File: src/rtl/ymux_arbiter_pkg.sv
// Shared definitions for the two-requester arbiter in front of the yMux2 output path.
package ymux_arbiter_pkg;

   // Data width shared by yMux2 and the arbiter datapath.
   localparam int YMUX_W_DEF    = 2;
   // Beats a requester may push per grant before it is forced to rotate.
   localparam int MAX_BEATS_DEF = 4;

   typedef enum logic [1:0] {
      ST_IDLE   = 2'b00,
      ST_GRANT0 = 2'b01,
      ST_GRANT1 = 2'b10
   } arb_state_e;

   // Grant state that belongs to the given requester index.
   function automatic arb_state_e grant_state(input logic side);
      grant_state = side ? ST_GRANT1 : ST_GRANT0;
   endfunction

endpackage

File: src/rtl/yMux2.sv
// Two-input W-bit multiplexer: z = c ? b : a.
module yMux2
   import ymux_arbiter_pkg::*;
#(
   parameter int SIZE = YMUX_W_DEF
) (
   input  logic [SIZE-1:0] a,
   input  logic [SIZE-1:0] b,
   input  logic            c,
   output logic [SIZE-1:0] z
);

   // Per-bit select between the two data paths, no storage.
   always_comb begin
      if (c) begin
         z = b;
      end else begin
         z = a;
      end
   end

endmodule

File: src/rtl/ymux_arbiter.sv
// Two-requester burst arbiter driving the select of a shared yMux2 path.
// Rotating priority pointer, per-grant beat limit, back-to-back hand-over.
module ymux_arbiter
   import ymux_arbiter_pkg::*;
#(
   parameter int W         = YMUX_W_DEF,
   parameter int MAX_BEATS = MAX_BEATS_DEF
) (
   input  logic         clk,
   input  logic         rst_n,
   input  logic         req0,
   input  logic         req1,
   input  logic [W-1:0] d0,
   input  logic [W-1:0] d1,
   input  logic         last0,
   input  logic         last1,
   input  logic         out_ready,
   output logic         out_valid,
   output logic [W-1:0] z,
   output logic         sel,
   output logic         gnt0,
   output logic         gnt1,
   output logic         busy
);

   localparam int            CW      = $clog2(MAX_BEATS + 1);
   localparam logic [CW-1:0] CNT_MAX = CW'(MAX_BEATS);
   localparam logic [CW-1:0] CNT_ONE = CW'(1);
   localparam logic [CW-1:0] CNT_ZERO = '0;

   arb_state_e    state_q, state_d;
   logic          ptr_q, ptr_d;
   logic [CW-1:0] cnt_q, cnt_d;

   logic          own_req;
   logic          oth_req;
   logic          own_last;
   logic          beat_ok;
   logic          rel_now;
   logic [CW-1:0] cnt_inc;

   // Outputs decoded straight from the state flop so reset drops them at once.
   always_comb begin
      gnt0      = (state_q == ST_GRANT0);
      gnt1      = (state_q == ST_GRANT1);
      busy      = gnt0 | gnt1;
      sel       = gnt1;
      out_valid = (gnt0 & req0) | (gnt1 & req1);
   end

   // Shared output path: d0 when sel is low, d1 when sel is high.
   yMux2 #(.SIZE(W)) u_mux (
      .a (d0),
      .b (d1),
      .c (sel),
      .z (z)
   );

   // Next state, pointer and beat counter; release hands over to the waiting side first.
   always_comb begin
      state_d  = state_q;
      ptr_d    = ptr_q;
      cnt_d    = cnt_q;
      own_req  = sel ? req1 : req0;
      oth_req  = sel ? req0 : req1;
      own_last = sel ? last1 : last0;
      beat_ok  = out_valid & out_ready;
      cnt_inc  = cnt_q + CNT_ONE;
      rel_now  = ~own_req | (beat_ok & (own_last | (cnt_inc == CNT_MAX)));
      case (state_q)
         ST_IDLE: begin
            cnt_d = CNT_ZERO;
            if (req0 & req1) begin
               state_d = grant_state(ptr_q);
            end else if (req0) begin
               state_d = ST_GRANT0;
            end else if (req1) begin
               state_d = ST_GRANT1;
            end else begin
               state_d = ST_IDLE;
            end
         end
         ST_GRANT0, ST_GRANT1: begin
            if (rel_now) begin
               ptr_d = ~sel;
               cnt_d = CNT_ZERO;
               if (oth_req) begin
                  state_d = grant_state(~sel);
               end else if (own_req) begin
                  state_d = state_q;
               end else begin
                  state_d = ST_IDLE;
               end
            end else if (beat_ok) begin
               cnt_d = cnt_inc;
            end else begin
               cnt_d = cnt_q;
            end
         end
         default: begin
            state_d = ST_IDLE;
            cnt_d   = CNT_ZERO;
         end
      endcase
   end

   // State, pointer and counter registers with asynchronous clear.
   always_ff @(posedge clk or negedge rst_n) begin
      if (!rst_n) begin
         state_q <= ST_IDLE;
         ptr_q   <= 1'b0;
         cnt_q   <= CNT_ZERO;
      end else begin
         state_q <= state_d;
         ptr_q   <= ptr_d;
         cnt_q   <= cnt_d;
      end
   end

endmodule

File: config.mk
export PLATFORM = sky130hd
export DESIGN_NAME = ymux_arbiter
export DESIGN_NICKNAME = d
export VERILOG_FILES = /design/src/rtl/ymux_arbiter_pkg.sv /design/src/rtl/yMux2.sv /design/src/rtl/ymux_arbiter.sv
export SDC_FILE = /design/constraint.sdc
export NUM_CORES = 1
export LEC_CHECK = 0
export CORE_AREA = 2 2 40 42
export DETAILED_ROUTE_END_ITERATION = 10
export DIE_AREA = 0 0 42 44
export PLACE_DENSITY = 0.72
export SLEW_MARGIN = 5
export SYNTH_ARGS = -nofsm -noshare
export SYNTH_HDL_FRONTEND = slang
export SYNTH_HIERARCHICAL = 1
export SYNTH_SLANG_ARGS = --single-unit
File: constraint.sdc
create_clock -name clk -period 2.65 [get_ports clk]
set_clock_uncertainty 0.1 [all_clocks]
set_input_delay 0.53 -clock clk [delete_from_list [all_inputs] [get_ports clk]]
set_output_delay 0.53 -clock clk [all_outputs]
set_load 0.02 [all_outputs]
# == Word-level counts from Yosys, hierarchy flattened ==
# Index checks and enable logic that the tools add are counted.
# totals
elab_cells,41
inputBits,11
regBits,6
output_inout_bits,7
# classes
reduce_logical,4
addsub,1
bitwise_logic,11
mux,16
eq_ne,6
# ops
op,count
two-way mux 2 bit,9
two-way mux 3 bit,3
!= test 3 bit (second input constant),2
AND 1 bit,5
bitwise OR 1 bit,4
one-hot mux 2 bit (2 select lines),1
AND reduction 2 bit,2
adder 3 x 1 -> 3 bit (second input constant),1
== test 3 bit (second input constant),1
two-way mux 1 bit,3
== test 2 x 1 -> 1 bit (second input constant),1
== test 2 bit (second input constant),1
logical NOT 2 bit,1
!= test 2 bit (second input constant),1
inverter 1 bit,2
OR reduction 2 bit,1

# == Logic depth before layout (Yosys ltp) ==
# Gate-level depths: netlist of run 1.
# depth
depth_word,8
ltp_mapped,7
mapped_depth_nobuf,6

# == Modules after synthesis ==
# Netlist of run 1, hierarchy kept.
# by_module_without_submodules
module,area_each_um2,cells_each,seq_area_each_um2,instances
ymux_arbiter,554.3,54,150.1,1
yMux2,22.5,2,0.0,1

# == Worst setup path before layout of run 1 ==
# No wires, ideal clock.
# synth_path
path_type,flip-flop to flip-flop
start,register state_q[0]
end,register state_q[0]
synth_period_minus_slack_ns,2.129
arrival_ns,1.904
stages_incl_launch_ff,7
required_time_ns,2.425
path_buffers,0
setup_time_ns,0.125
setup_slack_ns,0.521
cell_sequence,dfrtp_1 > inv_1 > ha_1 > nor2b_1 > a221oi_2 > o31a_1 > mux2_4
# synth_via
elab_chain_len,8
word_cells_on_any_way,22
classes_between,4 x eq/ne; 7 x mux; 8 x bitwise; 3 x reduce/logical
# synth_rtl
element,line,rtl
"start, declared",ymux_arbiter.sv:31,"arb_state_e state_q, state_d;"
"start signal, assigned",ymux_arbiter.sv:114,state_q <= state_d;
== test 2 bit (*),ymux_arbiter.sv:45,gnt1 = (state_q == ST_GRANT1);
named net gnt1,ymux_arbiter.sv:22,"output logic gnt1,"
AND 1 bit,ymux_arbiter.sv:48,out_valid = (gnt0 & req0) | (gnt1 & req1);
bitwise OR 1 bit,ymux_arbiter.sv:48,
AND 1 bit,ymux_arbiter.sv:67,beat_ok = out_valid & out_ready;
AND 1 bit,ymux_arbiter.sv:69,rel_now = ~own_req | (beat_ok & (own_last | (cnt_inc == CNT_MAX)));
bitwise OR 1 bit,ymux_arbiter.sv:69,
!= test 2 bit (no source line),--,
AND reduction 2 bit (no source line),--,
# Mark *: on every way through the listed nets, which the timed path passes. The rest lies on a longest branch. The select of a mux whose other input is x is not followed.
# A chain may end at the register's enable or synchronous reset.

# == Worst setup path after layout of run 1 ==
# layout_path
start,register state_q[0]
end,output z[1]
# layout_via
elab_chain_len,2
# layout_rtl
element,line,rtl
== test 2 bit,ymux_arbiter.sv:45,
two-way mux 2 bit,yMux2.sv:15,if (c) begin
"end, declared",ymux_arbiter.sv:19,"output logic [W-1:0] z,"
# No other way between the ends.

==> results.json, run 1 <==
{
  "grtUsageTotal_pct": 16.3,
  "initial_utilization_pct": 40.7,
  "mostFrequentLayoutCells": "clkdlybuf4s50_1 (17), ha_1 (7), dfrtp_1 (6)",
  "multi_input_area_sq_um": 407,
  "p_per_area_nw_per_um2": 877,
  "cts_tree": "yes",
  "syn_to_final_growth_pct": 41.2,
  "fin_tns_setup_ns": 0,
  "antenna_found_initial": 0,
  "first_iter_violations": 5,
  "h-tree-depth": 1,
  "fmax_mhz": 400,
  "synthAdderAreaFrac_pct": 15.2,
  "max_slew.worst_pin.slew_ns": 0.375,
  "clk_latency_ns": 0.25,
  "final_common_cell": "clkdlybuf4s50_1",
  "clock_power_share_pct": 12.1,
  "grt_setup_unrepaired": "no",
  "avgSynthCellArea_sq_um": 10.3,
  "wire_per_inst_um": 13.4,
  "worstSetupPathType": "flip-flop to primary output",
  "io_buffers": 17,
  "drt_pass1_iterations": 4,
  "nFillCells": 122,
  "globalplace.congestion": 0.770,
  "synth_fp_nets": 74,
  "dp_cells": 92,
  "power_frac_comb_pct": 69.4,
  "internal_power_mw": 0.414,
  "drv_slew": 0,
  "hold_violations": 0,
  "synth_top_area_share_pct": 26.0,
  "dpl.hpwl_um": 1060,
  "synthMuxAreaShare_pct": 9.98,
  "synth_top_area_cell": "dfrtp_1",
  "status": "finished clean",
  "synth_area_sq_um": 577,
  "synth_warnings": 6,
  "io_pins": 18,
  "seq_area_frac_synth_pct": 26.0,
  "post-route-period-util_pct": 94.4,
  "peakVddDrop_mv": 0.437,
  "end_kind": "primary output",
  "grt_pass1_wl_um": 2240,
  "cap_violations": 0,
  "cp.arrival_ns": 1.87,
  "synth_xor_area_share_pct": 1.52,
  "die_w_um": 42,
  "cts-buffers-inserted": 3,
  "cts.path.max_buffers": 2,
  "vias_per_cell": 5.54,
  "min_period_ns": 2.50,
  "ctsHoldBuffers": 0,
  "drive_gt1_share_pct": 20.3,
  "dieHeight_um": 44,
  "grt_max_degree": 10,
  "antennaDiodeCount": 0,
  "ant_nets": 0,
  "crit_fanout": 4,
  "synth.distinct_cells": 34,
  "register_area_sq_um": 150,
  "coreArea_sq_um": 1420,
  "die_area_sq_um": 1850,
  "grt_remaining_overflow": 0,
  "p_leak_nw": 0.383,
  "stdcell_count": 95,
  "cts_sinks": 6,
  "routed_wl_um": 1270,
  "synthCells": 56,
  "synthSimpleGateAreaFrac_pct": 17.4,
  "nets": 99,
  "vias": 526,
  "synth_compound_area_share_pct": 26.5,
  "clkTransAtPathRegs_ns": 0.05,
  "critPathLaunchType": "flip-flop",
  "synth_seq_cells": 6,
  "cts-resized-gates": 0,
  "cts_setup_buffers": 0,
  "max_slew_margin_pct": 75.0,
  "fp-row-count": 14,
  "synthTopCellsByArea": "dfrtp_1 (26%), ha_1 (15%), mux2_2 (3.9%), mux2i_1 (3.5%), a22o_4 (3.0%)",
  "drcViolationCount": 0,
  "setup_viol": 0,
  "cts_root_buf": "clkbuf_4",
  "hold_path.class": "input pin to async pin",
  "p_sw_mw": 0.301,
  "grt_pass1_vias": 529,
  "cp_data_required_time_ns": 2.02,
  "p_sw_share_pct": 42.1,
  "synth_top_family_by_area": "compound AO/OA/AOI/OAI gates",
  "pwr-share-seq_pct": 18.6
}
-- critical path, cell delays in order (launching register included) --
cell and delay (ns):
dfrtp_1 0.40, inv_1 0.12, ha_1 0.21, mux2_2 0.34, clkdlybuf4s50_1 0.55
-- per-stage QoR --
step / instance area, sq um / hold WS (ns) / utilization (%) / total power [mW] / setup WS (ns)
after floorplan: 577 / 0.134 / - / 0.462 / 0.521
after global placement: 792 / 0.406 / 55.8 / 0.629 / 0.234
after detailed placement: 792 / 0.422 / 55.8 / 0.631 / 0.224
after CTS: 815 / 0.417 / 57.4 / 0.722 / 0.124
after global routing: 815 / 0.446 / 57.4 / 0.768 / 0.0621
final: 815 / 0.419 / 57.4 / 0.715 / 0.147
-- path summary, 6_finish.rpt --
| check | cells past startpoint | start | end | slack, ns |
|---|---|---|---|---|
| max | 4 | state_q[0] | z[1] | 0.15 |
| min | 1 | rst_n | cnt_q[2] | 0.42 |
| max reg2reg | 6 | state_q[0] | state_q[0] | 0.57 |
| min reg2reg | 1 | cnt_q[0] | cnt_q[0] | 0.43 |
| max in group asynchronous | 1 | rst_n | state_q[0] | 1.81 |
| min in group clk | 1 | cnt_q[0] | cnt_q[0] | 0.43 |
-- state kept, by name (all words and copies together) (netlist names) --
name / cells
cnt_q: 3
state_q: 2
ptr_q: 1
-- per-layer routing --
layer | vias up | wire (um) | part of all wire [%] | track usage [%]
li1 | 261 | - | - | -
met1 | 254 | 546 | 43 | 19.4
met2 | 8 | 667 | 52 | 26.6
met3 | 3 | 25 | 2.0 | 2.92
met4 | 0 | 31 | 2.4 | 11.6
met5 | - | 0 | 0 | 0
-- layout make-up --
class | count | share of cell area, %
Timing Repair Buffer | 22 | 25.5
Tap cell | 16 | 2.46
Sequential cell | 6 | 18.4
Inverter | 2 | 0.922
Multi-Input combinational cell | 46 | 49.9
Clock buffer | 3 | 2.76
-- power groups by stage --
stage                     sequential [mW]  clock [mW]  combinational [mW]
after floorplan                     0.128           0               0.334
after global placement              0.133           0               0.495
after detailed placement            0.135           0               0.496
after CTS                           0.133      0.0902               0.499
after global routing                0.137      0.0911               0.539
final                               0.133      0.0861               0.496
-- cells by family after synthesis --
family	after synthesis
DFF	6
AOI/OAI and AO/OA	17
xor gates and xnor gates	1
muxes	5
adders and majority gates	7
and+or+nand+nor	16
buffers and inverters	4
-- cells in the mapped netlist (all sizes together) --
cell and instances:
and2 1, dfrtp 6, nand3 2, nand2b 2, nand4 1, nand2 4
o2bb2ai 1, and3 1, a21bo 1, a21oi 1, o31a 1, a21boi 1
o311ai 1, xor2 1, o21ai 1, and2b 2, ha 7, nor2b 2
inv 2, a221oi 1, o21a 1, o31ai 2, a31o 1, a2bb2oi 1
mux2i 2, nand4b 1, buf 2, mux2 3, o211ai 2, a22o 1
o2111a 1
Note: power is estimated with default switching activity, not from simulation.
==> run 2, diff against run 1 <==
- CTS_CLUSTER_DIAMETER: unset -> 40
- TNS_END_PERCENT: unset -> 50
==> results of run 2 <==
Same layout as run 1: the final DEF is identical, and so are final timing and power.
==> run 3, diff against run 2 <==
- CORE_AREA: 2 2 40 42 -> 2 2 41 43
- CTS_CLUSTER_SIZE: unset -> 14
- DIE_AREA: 0 0 42 44 -> 0 0 43 45
- PLACE_DENSITY: 0.72 -> 0.71
- clock period: 2.65 -> 2.2 ns (I/O delays scaled with it)
==> results.json, run 3 (synthesized netlist as in run 1, its figures left out) <==
{
  "status": "finished clean",
  "cts_setup_buffers": 0,
  "grt_pass1_wl_um": 2220,
  "wl_met1_um": 634,
  "crit_fanout": 3,
  "cts.path.max_buffers": 2,
  "max_slew_margin_pct": 80.5,
  "syn_to_final_growth_pct": 45.6,
  "ff2ff_setup_slack_ns": 0.24,
  "h-tree-depth": 1,
  "cp.arrival_ns": 1.58,
  "wire_per_inst_um": 12.7,
  "drive_gt1_share_pct": 24.1,
  "register_area_sq_um": 150,
  "path_delay_family": "buffers and inverters",
  "setup_viol": 0,
  "clock_power_share_pct": 10.8,
  "stdcell_count": 99,
  "dieHeight_um": 45,
  "r2r_end": "state_q[0]",
  "ff2ff_path_depth": 5,
  "coreArea_sq_um": 1470,
  "critPathLaunchType": "flip-flop",
  "cap_violations": 0,
  "crit_path_top_delay_cell": "dfrtp_1",
  "fin_tns_setup_ns": 0,
  "drt_pass1_iterations": 4,
  "clkTransAtPathRegs_ns": 0.04,
  "vias": 525,
  "antennaDiodeCount": 0,
  "io_buffers": 17,
  "max_slew.worst_pin.slew_ns": 0.289,
  "met3_length_um": 43,
  "final_common_cell": "clkdlybuf4s50_1",
  "first_iter_violations": 2,
  "die_area_sq_um": 1940,
  "nets": 103,
  "p_sw_share_pct": 42.0,
  "power_frac_comb_pct": 70.7,
  "cts-buffers-inserted": 3,
  "initial_utilization_pct": 39.2,
  "grt_setup_unrepaired": "no",
  "p_leak_nw": 0.434,
  "ant_nets": 0,
  "grt_pass1_vias": 520,
  "globalplace.congestion": 0.738,
  "p_sw_mw": 0.361,
  "end_kind": "primary output",
  "critical_path.cell_chain": "inv_1 -> ha_1 -> mux2_2 -> dlygate4sd2_1",
  "grtUsageTotal_pct": 15.3,
  "met2_length_um": 583,
  "antenna_found_initial": 0,
  "hold_violations": 0,
  "fmax_mhz": 472,
  "largest_reg_flops": 3,
  "clk_latency_ns": 0.23,
  "top_regs": "cnt_q (3), state_q (2), ptr_q (1)",
  "drcViolationCount": 0,
  "top_layer": "met3",
  "fin_util_pct": 57.1,
  "p_per_area_nw_per_um2": 1030,
  "ctsHoldBuffers": 0,
  "routed_wl_um": 1260,
  "min_period_ns": 2.12,
  "drv_slew": 0,
  "cts_root_buf": "clkbuf_4",
  "internal_power_mw": 0.500,
  "hold_path.class": "input pin to async pin",
  "fp-row-count": 14,
  "dp_cells": 96,
  "worstSetupPathType": "flip-flop to primary output",
  "io_pins": 18,
  "r2r-start": "state_q[1]",
  "multi_input_area_sq_um": 407,
  "peakVddDrop_mv": 0.551,
  "cts_tree": "yes",
  "mostFrequentLayoutCells": "clkdlybuf4s50_1 (10), buf_4 (9), ha_1 (7)",
  "pwr-share-seq_pct": 18.4,
  "grt_max_degree": 10,
  "top_register": "cnt_q",
  "grt_remaining_overflow": 0,
  "vias_per_cell": 5.30,
  "nFillCells": 155,
  "cts_sinks": 6,
  "cpPeakStageDelay_ns": 0.37,
  "holdWs_ns": 0.335,
  "post-route-period-util_pct": 96.3,
  "die_w_um": 43,
  "cp_data_required_time_ns": 1.66,
  "worst-path-buf-inv": 2,
  "p_total_mw": 0.861,
  "dpl.hpwl_um": 1060
}
==> run 3: cell types whose count changed in the layout (fill, tap and decap cells not counted) <==
cell	previous run	this run
dlygate4sd2_1	0	6
dlymetal6s2s_1	0	1
buf_4	5	9
clkdlybuf4s50_1	17	10
==> run 3: layout make-up <==
cell class / count / share of cell area [%]
multi-input combinational: 46 / 48.4
timing repair buffer: 26 / 27.7
clock buffer: 3 / 2.68
sequential: 6 / 17.9
inverter: 2 / 0.894
tap: 16 / 2.38
==> run 3: routing by layer <==
layer	GRT usage, %	vias up
met2	23.3	9
li1	-	269
met1	21.3	247
met5	0	-
met4	7.27	0
met3	2.40	0
==> run 3: power groups by stage <==
stage                     clock [mW]  combinational (mW)  sequential [mW]
final                         0.0934               0.609            0.159
after global routing           0.102               0.667            0.162
after CTS                     0.0996               0.617            0.158
after detailed placement           0               0.647            0.159
after global placement             0               0.639            0.159
after floorplan                    0               0.402            0.154
==> run 3: stage by stage <==
| step | setup WS (ns) | cell area [sq um] |
|---|---|---|
| 5_1_grt | 0.00121 | 840 |
| 2_1_floorplan | 0.0710 | 577 |
| 3_5_place_dp | -0.0419 | 822 |
| 4_1_cts | 0.0591 | 837 |
| 6_report | 0.0812 | 840 |
| 3_3_place_gp | -0.0343 | 822 |
==> run 3: timing repair <==
| item | 4_1_cts | 5_1_grt |
|---|---|---|
| endpoints found under the setup margin | 6 | 1 |
| pin swaps | 0 | 0 |
| resized for setup | 6 | 1 |
==> run 3: how the worst max path moves through the flow <==
stage	from	end	cells after the start
floorplan	state_q[0]	state_q[0]	6
global placement	req1	out_valid	3
detailed placement	req1	out_valid	3
CTS	state_q[1]	gnt0	3
global route	state_q[0]	z[1]	4
finish	state_q[0]	z[1]	4
